$ cat src/rtl/sdram_port_arbiter_pkg.sv
// Purpose: shared controller command encodings, burst length, bus widths, the
//          arbiter state encoding and the frame-wrapping address step helper.
// Ports:   none (package).
package sdram_port_arbiter_pkg;

  // Controller command encodings (shared with the SDRAM controller).
  localparam logic [1:0] CMD_IDLE  = 2'd0;
  localparam logic [1:0] CMD_WRITE = 2'd1;
  localparam logic [1:0] CMD_READ  = 2'd2;

  // The controller is built for fixed-length read bursts; the arbiter's
  // beat counter has to agree with it.
  localparam int READ_BURST_LENGTH = 8;

  localparam int ADDR_W = 22;
  localparam int DATA_W = 32;

  typedef enum logic [1:0] {
    ST_IDLE = 2'd0,
    ST_RD0  = 2'd1,
    ST_RD1  = 2'd2,
    ST_WR1  = 2'd3
  } arb_state_t;

  // Advance one word, wrapping only from the last frame word back to 0.
  // Addresses above the frame simply keep incrementing.
  function automatic logic [ADDR_W-1:0] next_beat_addr(
    input logic [ADDR_W-1:0] i_addr,
    input logic [ADDR_W-1:0] i_last
  );
    return (i_addr == i_last) ? '0 : i_addr + ADDR_W'(1);
  endfunction

endpackage

$ cat src/rtl/sdram_port_arbiter_burst_beat_counter.sv
// Purpose: per-burst beat counter and word-address stepper with frame wrap.
//          Latency: address/counter update on the edge after load or beat;
//          o_Last is combinational from the counter. No backpressure.
// Ports:   i_Clk, i_Reset (sync, active-high); i_Load + i_Base_Addr start a
//          burst; i_Beat advances one beat; o_Addr current beat address;
//          o_Last high while the counter sits on the final beat.
module sdram_port_arbiter_burst_beat_counter
  import sdram_port_arbiter_pkg::*;
#(
  parameter int BURST_LEN   = 8,
  parameter int FRAME_WORDS = 96000
) (
  input  logic              i_Clk,
  input  logic              i_Reset,
  input  logic              i_Load,
  input  logic [ADDR_W-1:0] i_Base_Addr,
  input  logic              i_Beat,
  output logic [ADDR_W-1:0] o_Addr,
  output logic              o_Last
);

  localparam int CNT_W = (BURST_LEN > 1) ? $clog2(BURST_LEN) : 1;
  localparam logic [CNT_W-1:0]  CNT_LOAD  = CNT_W'(BURST_LEN - 1);
  localparam logic [ADDR_W-1:0] LAST_ADDR = ADDR_W'(FRAME_WORDS - 1);

  logic [CNT_W-1:0]  r_Count;
  logic [ADDR_W-1:0] r_Addr;

  // Load and beat are mutually exclusive in practice (load only happens in
  // IDLE, beats only in a burst state); load is given precedence anyway.
  always_ff @(posedge i_Clk) begin
    if (i_Reset) begin
      r_Count <= '0;
      r_Addr  <= '0;
    end else if (i_Load) begin
      r_Count <= CNT_LOAD;
      r_Addr  <= i_Base_Addr;
    end else if (i_Beat) begin
      r_Addr <= next_beat_addr(r_Addr, LAST_ADDR);
      // Hold at zero so a stray beat cannot wrap the counter.
      if (r_Count != '0) begin
        r_Count <= r_Count - CNT_W'(1);
      end
    end
  end

  assign o_Addr = r_Addr;
  assign o_Last = (r_Count == '0);

endmodule

$ cat src/rtl/sdram_port_arbiter.sv
// Purpose: shares one SDRAM controller command port between the display
//          refill path (P0, read-only, high priority) and the renderer (P1,
//          read/write). Latency: winner registered one edge after the request
//          is seen in IDLE; beat strobes and Done are routed combinationally.
//          Backpressure: requesters hold Req until granted; beats are paced by
//          the controller strobes.
// Ports:   i_Clk, i_Reset (sync, active-high); P0 Req/Addr -> Grant/Data_Valid/
//          Done; P1 Req/Write/Addr/Data -> Grant/Data_Valid/Data_Next/Done;
//          controller side o_Command/o_Data_Address/o_Data_Write and
//          i_Data_Read_Valid/i_Data_Write_Done; o_Error sticky protocol error.
module sdram_port_arbiter
  import sdram_port_arbiter_pkg::*;
#(
  parameter int BURST_LEN     = READ_BURST_LENGTH,
  parameter int FRAME_WORDS   = 96000,
  parameter int P0_MAX_CONSEC = 4
) (
  input  logic              i_Clk,
  input  logic              i_Reset,

  input  logic              i_P0_Req,
  input  logic [ADDR_W-1:0] i_P0_Addr,
  output logic              o_P0_Grant,
  output logic              o_P0_Data_Valid,
  output logic              o_P0_Done,

  input  logic              i_P1_Req,
  input  logic              i_P1_Write,
  input  logic [ADDR_W-1:0] i_P1_Addr,
  input  logic [DATA_W-1:0] i_P1_Data,
  output logic              o_P1_Grant,
  output logic              o_P1_Data_Valid,
  output logic              o_P1_Data_Next,
  output logic              o_P1_Done,

  output logic [1:0]        o_Command,
  output logic [ADDR_W-1:0] o_Data_Address,
  output logic [DATA_W-1:0] o_Data_Write,
  input  logic              i_Data_Read_Valid,
  input  logic              i_Data_Write_Done,
  output logic              o_Error
);

  localparam int CONSEC_W = (P0_MAX_CONSEC > 0) ? $clog2(P0_MAX_CONSEC + 1) : 1;
  localparam logic [CONSEC_W-1:0] CONSEC_MAX = CONSEC_W'(P0_MAX_CONSEC);

  arb_state_t          r_State;
  logic [1:0]          r_Command;
  logic                r_P0_Grant;
  logic                r_P1_Grant;
  logic [CONSEC_W-1:0] r_Consec;
  logic                r_Error;

  logic                w_Is_Idle;
  logic                w_Is_Rd0;
  logic                w_Is_Rd1;
  logic                w_Is_Wr1;
  logic                w_P0_Rd_Beat;
  logic                w_P1_Rd_Beat;
  logic                w_P1_Wr_Beat;
  logic                w_Beat;
  logic                w_Last;
  logic                w_Last_Beat;
  logic                w_P1_Turn;
  logic                w_Win_P0;
  logic                w_Win_P1;
  logic                w_Load;
  logic [ADDR_W-1:0]   w_Base_Addr;
  logic                w_Bad_Strobe;

  assign w_Is_Idle = (r_State == ST_IDLE);
  assign w_Is_Rd0  = (r_State == ST_RD0);
  assign w_Is_Rd1  = (r_State == ST_RD1);
  assign w_Is_Wr1  = (r_State == ST_WR1);

  // A controller strobe only counts as a beat in the state that expects it.
  assign w_P0_Rd_Beat = i_Data_Read_Valid & w_Is_Rd0;
  assign w_P1_Rd_Beat = i_Data_Read_Valid & w_Is_Rd1;
  assign w_P1_Wr_Beat = i_Data_Write_Done & w_Is_Wr1;
  assign w_Beat       = w_P0_Rd_Beat | w_P1_Rd_Beat | w_P1_Wr_Beat;
  assign w_Last_Beat  = w_Beat & w_Last;

  // Anti-starvation: after P0_MAX_CONSEC back-to-back P0 grants with P1
  // waiting, P1 takes the next slot. A limit of 0 means P0 always wins.
  assign w_P1_Turn = (P0_MAX_CONSEC != 0) && (r_Consec == CONSEC_MAX) && i_P1_Req;
  assign w_Win_P0  = w_Is_Idle & i_P0_Req & ~w_P1_Turn;
  assign w_Win_P1  = w_Is_Idle & i_P1_Req & ~w_Win_P0;
  assign w_Load    = w_Win_P0 | w_Win_P1;
  assign w_Base_Addr = w_Win_P0 ? i_P0_Addr : i_P1_Addr;

  assign w_Bad_Strobe = (i_Data_Read_Valid & ~(w_Is_Rd0 | w_Is_Rd1))
                      | (i_Data_Write_Done & ~w_Is_Wr1);

  sdram_port_arbiter_burst_beat_counter #(
    .BURST_LEN   (BURST_LEN),
    .FRAME_WORDS (FRAME_WORDS)
  ) u_beat_counter (
    .i_Clk       (i_Clk),
    .i_Reset     (i_Reset),
    .i_Load      (w_Load),
    .i_Base_Addr (w_Base_Addr),
    .i_Beat      (w_Beat),
    .o_Addr      (o_Data_Address),
    .o_Last      (w_Last)
  );

  // Arbitration FSM; command and grants are registered alongside the state so
  // they always agree with it.
  always_ff @(posedge i_Clk) begin
    if (i_Reset) begin
      r_State    <= ST_IDLE;
      r_Command  <= CMD_IDLE;
      r_P0_Grant <= 1'b0;
      r_P1_Grant <= 1'b0;
      r_Consec   <= '0;
      r_Error    <= 1'b0;
    end else begin
      if (w_Bad_Strobe) begin
        r_Error <= 1'b1;
      end

      case (r_State)
        ST_IDLE: begin
          if (w_Win_P0) begin
            r_State    <= ST_RD0;
            r_Command  <= CMD_READ;
            r_P0_Grant <= 1'b1;
            // Only grants taken while P1 is waiting count toward the limit.
            if (!i_P1_Req) begin
              r_Consec <= '0;
            end else if (r_Consec != CONSEC_MAX) begin
              r_Consec <= r_Consec + CONSEC_W'(1);
            end
          end else if (w_Win_P1) begin
            r_State    <= i_P1_Write ? ST_WR1 : ST_RD1;
            r_Command  <= i_P1_Write ? CMD_WRITE : CMD_READ;
            r_P1_Grant <= 1'b1;
            r_Consec   <= '0;
          end else begin
            r_Consec <= '0;
          end
        end

        default: begin
          // Burst in progress: leave on the final beat, which guarantees an
          // IDLE cycle before the next arbitration.
          if (w_Last_Beat) begin
            r_State    <= ST_IDLE;
            r_Command  <= CMD_IDLE;
            r_P0_Grant <= 1'b0;
            r_P1_Grant <= 1'b0;
          end
        end
      endcase
    end
  end

  assign o_Command       = r_Command;
  assign o_P0_Grant      = r_P0_Grant;
  assign o_P1_Grant      = r_P1_Grant;
  assign o_Error         = r_Error;

  assign o_P0_Data_Valid = w_P0_Rd_Beat;
  assign o_P0_Done       = w_P0_Rd_Beat & w_Last;
  assign o_P1_Data_Valid = w_P1_Rd_Beat;
  assign o_P1_Data_Next  = w_P1_Wr_Beat;
  assign o_P1_Done       = (w_P1_Rd_Beat | w_P1_Wr_Beat) & w_Last;

  // Write data goes straight through; P1 advances its word on Data_Next.
  assign o_Data_Write    = i_P1_Data;

endmodule
$ cat config.mk
export PLATFORM = sky130hd
export DESIGN_NAME = sdram_port_arbiter
export DESIGN_NICKNAME = d
export VERILOG_FILES = /design/src/rtl/sdram_port_arbiter_pkg.sv /design/src/rtl/sdram_port_arbiter_burst_beat_counter.sv /design/src/rtl/sdram_port_arbiter.sv
export SDC_FILE = /design/constraint.sdc
export NUM_CORES = 1
export LEC_CHECK = 0
export ABC_AREA = 0
export BUFFER_PORTS_ARGS = -buffer_cell sky130_fd_sc_hd__clkbuf_2
export CORE_ASPECT_RATIO = 1.25
export CORE_MARGIN = 2
export CORE_UTILIZATION = 40
export CTS_CLUSTER_DIAMETER = 30
export DETAILED_ROUTE_END_ITERATION = 12
export GPL_TIMING_DRIVEN = 0
export PLACE_DENSITY = 0.73
export SYNTH_ARGS = -nofsm -noshare
export SYNTH_HDL_FRONTEND = slang
export SYNTH_SLANG_ARGS = --single-unit
$ cat constraint.sdc
create_clock -name i_Clk -period 4.1 [get_ports i_Clk]
set_input_delay 0 -clock i_Clk [delete_from_list [all_inputs] [get_ports i_Clk]]
set_output_delay 0 -clock i_Clk [all_outputs]
set_load 0.1 [all_outputs]
==> impl_metrics.env <==
export IMPL_r2r_cells=10
export IMPL_grt_total_usage_pct=21.59
export IMPL_path_class="reg2reg"
export IMPL_fin_util_pct=53.15
export IMPL_setup_ws_ps=1465
export IMPL_layout_nets=571
export IMPL_viasPerCell=5.350
export IMPL_drive_above_1_share_pct=36.12
export IMPL_hp_start="i_P0_Addr[0]"
export IMPL_max_cap_violations=0
export IMPL_initial_core_util_pct=41.14
export IMPL_drt_iter0_markers=173
export IMPL_postPlaceCellArea_sq_um=3353
export IMPL_vdd_drop_max_mv=0.3093
export IMPL_fin_area_sq_um=3467
export IMPL_crit_arrival_ps=2840
export IMPL_async_reset_ff_share_pct=0
export IMPL_seqCellArea_sq_um=700.7
export IMPL_crit_fanout=10
export IMPL_rsz0062_at_grt="false"
export IMPL_power_density_nw_per_um2=612.7
export IMPL_cts_sinks=35
export IMPL_synth_area_leader_cell="dfxtp_1"
export IMPL_reg2reg_setup_slack_ps=1470
export IMPL_slew_viol_final=0
export IMPL_drtAntennaViolNets=0
export IMPL_path_common_cell="clkbuf_1"
export IMPL_gp_congestion=0.9084
export IMPL_cts_resized=0
export IMPL_holdPathStages=3
export IMPL_grt_pass1_vias=2617
export IMPL_status="completed"
export IMPL_grt_pass1_wl_mm=12.72
export IMPL_setup_viol=0
export IMPL_busiest_layer="met2"
export IMPL_yosysMostFrequentCell="nand2_1"
export IMPL_grt_overflow=0
export IMPL_multi_input_area_sq_um=1582
export IMPL_yosys_register_bits=35
export IMPL_ys_top_cells_by_area="dfxtp_1, buf_4, nand2_1"
export IMPL_worstReg2RegEnd="u_beat_counter.o_Addr[5]"
export IMPL_finalCriticalPeriod_ps=2635
export IMPL_postCtsSetupRepairBufs=0
export IMPL_ys_warn_count=0
export IMPL_vias=3028
export IMPL_skew_ps=4.544
export IMPL_worstPathCellList="inv_1 -> ha_1 -> clkbuf_1 -> and2_1 -> clkbuf_1 -> clkbuf_1 -> nand2_1 -> a31oi_1 -> a21oi_1 -> nor4_1"
export IMPL_area_growth_synth_to_final_pct=29.18
export IMPL_dieArea_sq_um=7385
export IMPL_critPathTopFamily="buffers and inverters"
export IMPL_numCtsBuffers=5
export IMPL_drtPass1Iterations=6
export IMPL_die_x_um=77.27
export IMPL_drt_wl_total_mm=8.315
export IMPL_synth_commonest_cells="nand2_1, dfxtp_1, nor2_1"
export IMPL_wl_per_cell_um=14.69
export IMPL_die_y_um=95.58
export IMPL_rows=33
export IMPL_place_worst_setup_slack_ps=1473
export IMPL_slowest_stage="clkbuf_1"
export IMPL_endpoint_kind="flip-flop"
export IMPL_cts_buffer_depth=2
export IMPL_clock_latency_ps=290
export IMPL_diodes=0
export IMPL_grt_max_degree=12
export IMPL_yosysSeqAreaShare_pct=26.11
export IMPL_root_buffer="clkbuf_8"
export IMPL_n_fill_cell=662
export IMPL_cts_htree_levels=2
export IMPL_use_met3_pct=3.693
export IMPL_ioPinCount=147
export IMPL_cp_num_buf_inv=4
export IMPL_clkTransAtPathRegs_ps=70
export IMPL_grt_antenna_before_repair=0
export IMPL_worst_hold_slack_ps=1.013
export IMPL_coreArea_sq_um=6524
export IMPL_hold_violations=0
export IMPL_synthesis_instances=358
export IMPL_holdBufCountCts=1
export IMPL_drc=0
export IMPL_tightest_slew_ps=677.8
export IMPL_fin_crit_sh_pct=64.27
export IMPL_max_freq_ghz=0.3795
export IMPL_finalSetupTns_ps=0
export IMPL_grt_util_met2_pct=40.94
export IMPL_power_leakage_nw=1.593
export IMPL_syn_area_sq_um=2684
export IMPL_synth_cell_types=44
export IMPL_slew_headroom_pct=54.51
export IMPL_finalPower_mw=2.124
export IMPL_cts_tree="done"
export IMPL_io_buffers=112
export IMPL_stdcell_count=566
export IMPL_critPathLaunchType="flip-flop"
export IMPL_synth_top_cell_area_share_pct=26.11
export IMPL_dp_cells=557
export IMPL_hold_class="in2reg"
export IMPL_synth_fp_nets=451
export IMPL_crit_required_ps=4300
export IMPL_min_to="u_beat_counter.o_Addr[0]"
export IMPL_hpwl_mm=6.469
export IMPL_grtUsageMet1_pct=24.84
export IMPL_ys_flop_type="dfxtp_1"
export IMPL_cp_slowest_stage_delay_ps=450
export IMPL_timing_rr_start="r_State[0]"
export IMPL_avgSynthCellArea_sq_um=7.497
export IMPL_synth_edff_count=0
## worst reg2reg max path, delay by kind of cell, from the launching register on
family,cells,cell delay [ps]
AOI/OAI and AO/OA,2,420
adders and majority gates,1,160
buffers and inverters,4,1120
DFF,1,330
and+or+nand+nor,3,520
## registers in the layout, indices dropped and copies added (netlist names)
name                    flops
o_Command                   2
o_P0_Grant                  1
o_Error                     1
u_beat_counter.r_Count      3
r_Consec                    3
u_beat_counter.o_Addr      22
r_State                     2
o_P1_Grant                  1
## how the worst max path moves through the flow
stage | depth (start not counted) | startpoint | to
after CTS | 10 | r_State[0] | u_beat_counter.o_Addr[5]
after global routing | 10 | r_State[0] | u_beat_counter.o_Addr[5]
after detailed placement | 10 | r_State[0] | u_beat_counter.o_Addr[5]
after floorplan | 6 | u_beat_counter.o_Addr[14] | u_beat_counter.o_Addr[9]
final | 10 | r_State[0] | u_beat_counter.o_Addr[5]
after global placement | 10 | r_State[0] | u_beat_counter.o_Addr[5]
## power by group
group          internal [mW]  total (mW)  switching (mW)
Clock                  0.153       0.282           0.129
Sequential             0.418       0.526           0.108
Combinational          0.305        1.32            1.01
Total                  0.875        2.12            1.25
## logic make-up after synthesis
kind of cell,synth area share (%)
AND/OR/NAND/NOR,26.99
adder cells (fa/ha/maj),4.662
AO/OA/AOI/OAI,22.66
flip-flops,26.11
XOR/XNOR,4.242
buffers and inverters,14.97
multiplexers,0.3730
## area by class of cell
class / count / area share (%)
Clock buffer: 7 / 2.779
Timing Repair Buffer: 113 / 16.46
Tap cell: 87 / 3.140
Inverter: 16 / 1.732
Sequential cell: 35 / 20.21
Clock inverter: 1 / 0.2165
Buffer: 55 / 9.852
Multi-Input combinational cell: 252 / 45.62
## routing by layer
layer	share of wire [%]	vias up
met5	0	-
met4	0.40	0
met3	5.6	4
met2	52	113
met1	42	1410
li1	-	1501
## cell usage in the layout (no fill, tap or decap), drive strengths merged, types with 14 or more instances in the layout
| master | netlist | layout |
|---|---|---|
| a21oi | 29 | 29 |
| a221oi | 15 | 15 |
| buf | 39 | 39 |
| clkbuf | 16 | 135 |
| dfxtp | 35 | 35 |
| inv | 16 | 16 |
| nand2 | 44 | 44 |
| nor2 | 33 | 33 |
| nor3 | 18 | 18 |
| nor4 | 14 | 14 |
Note: power is estimated with default switching activity, not from simulation.
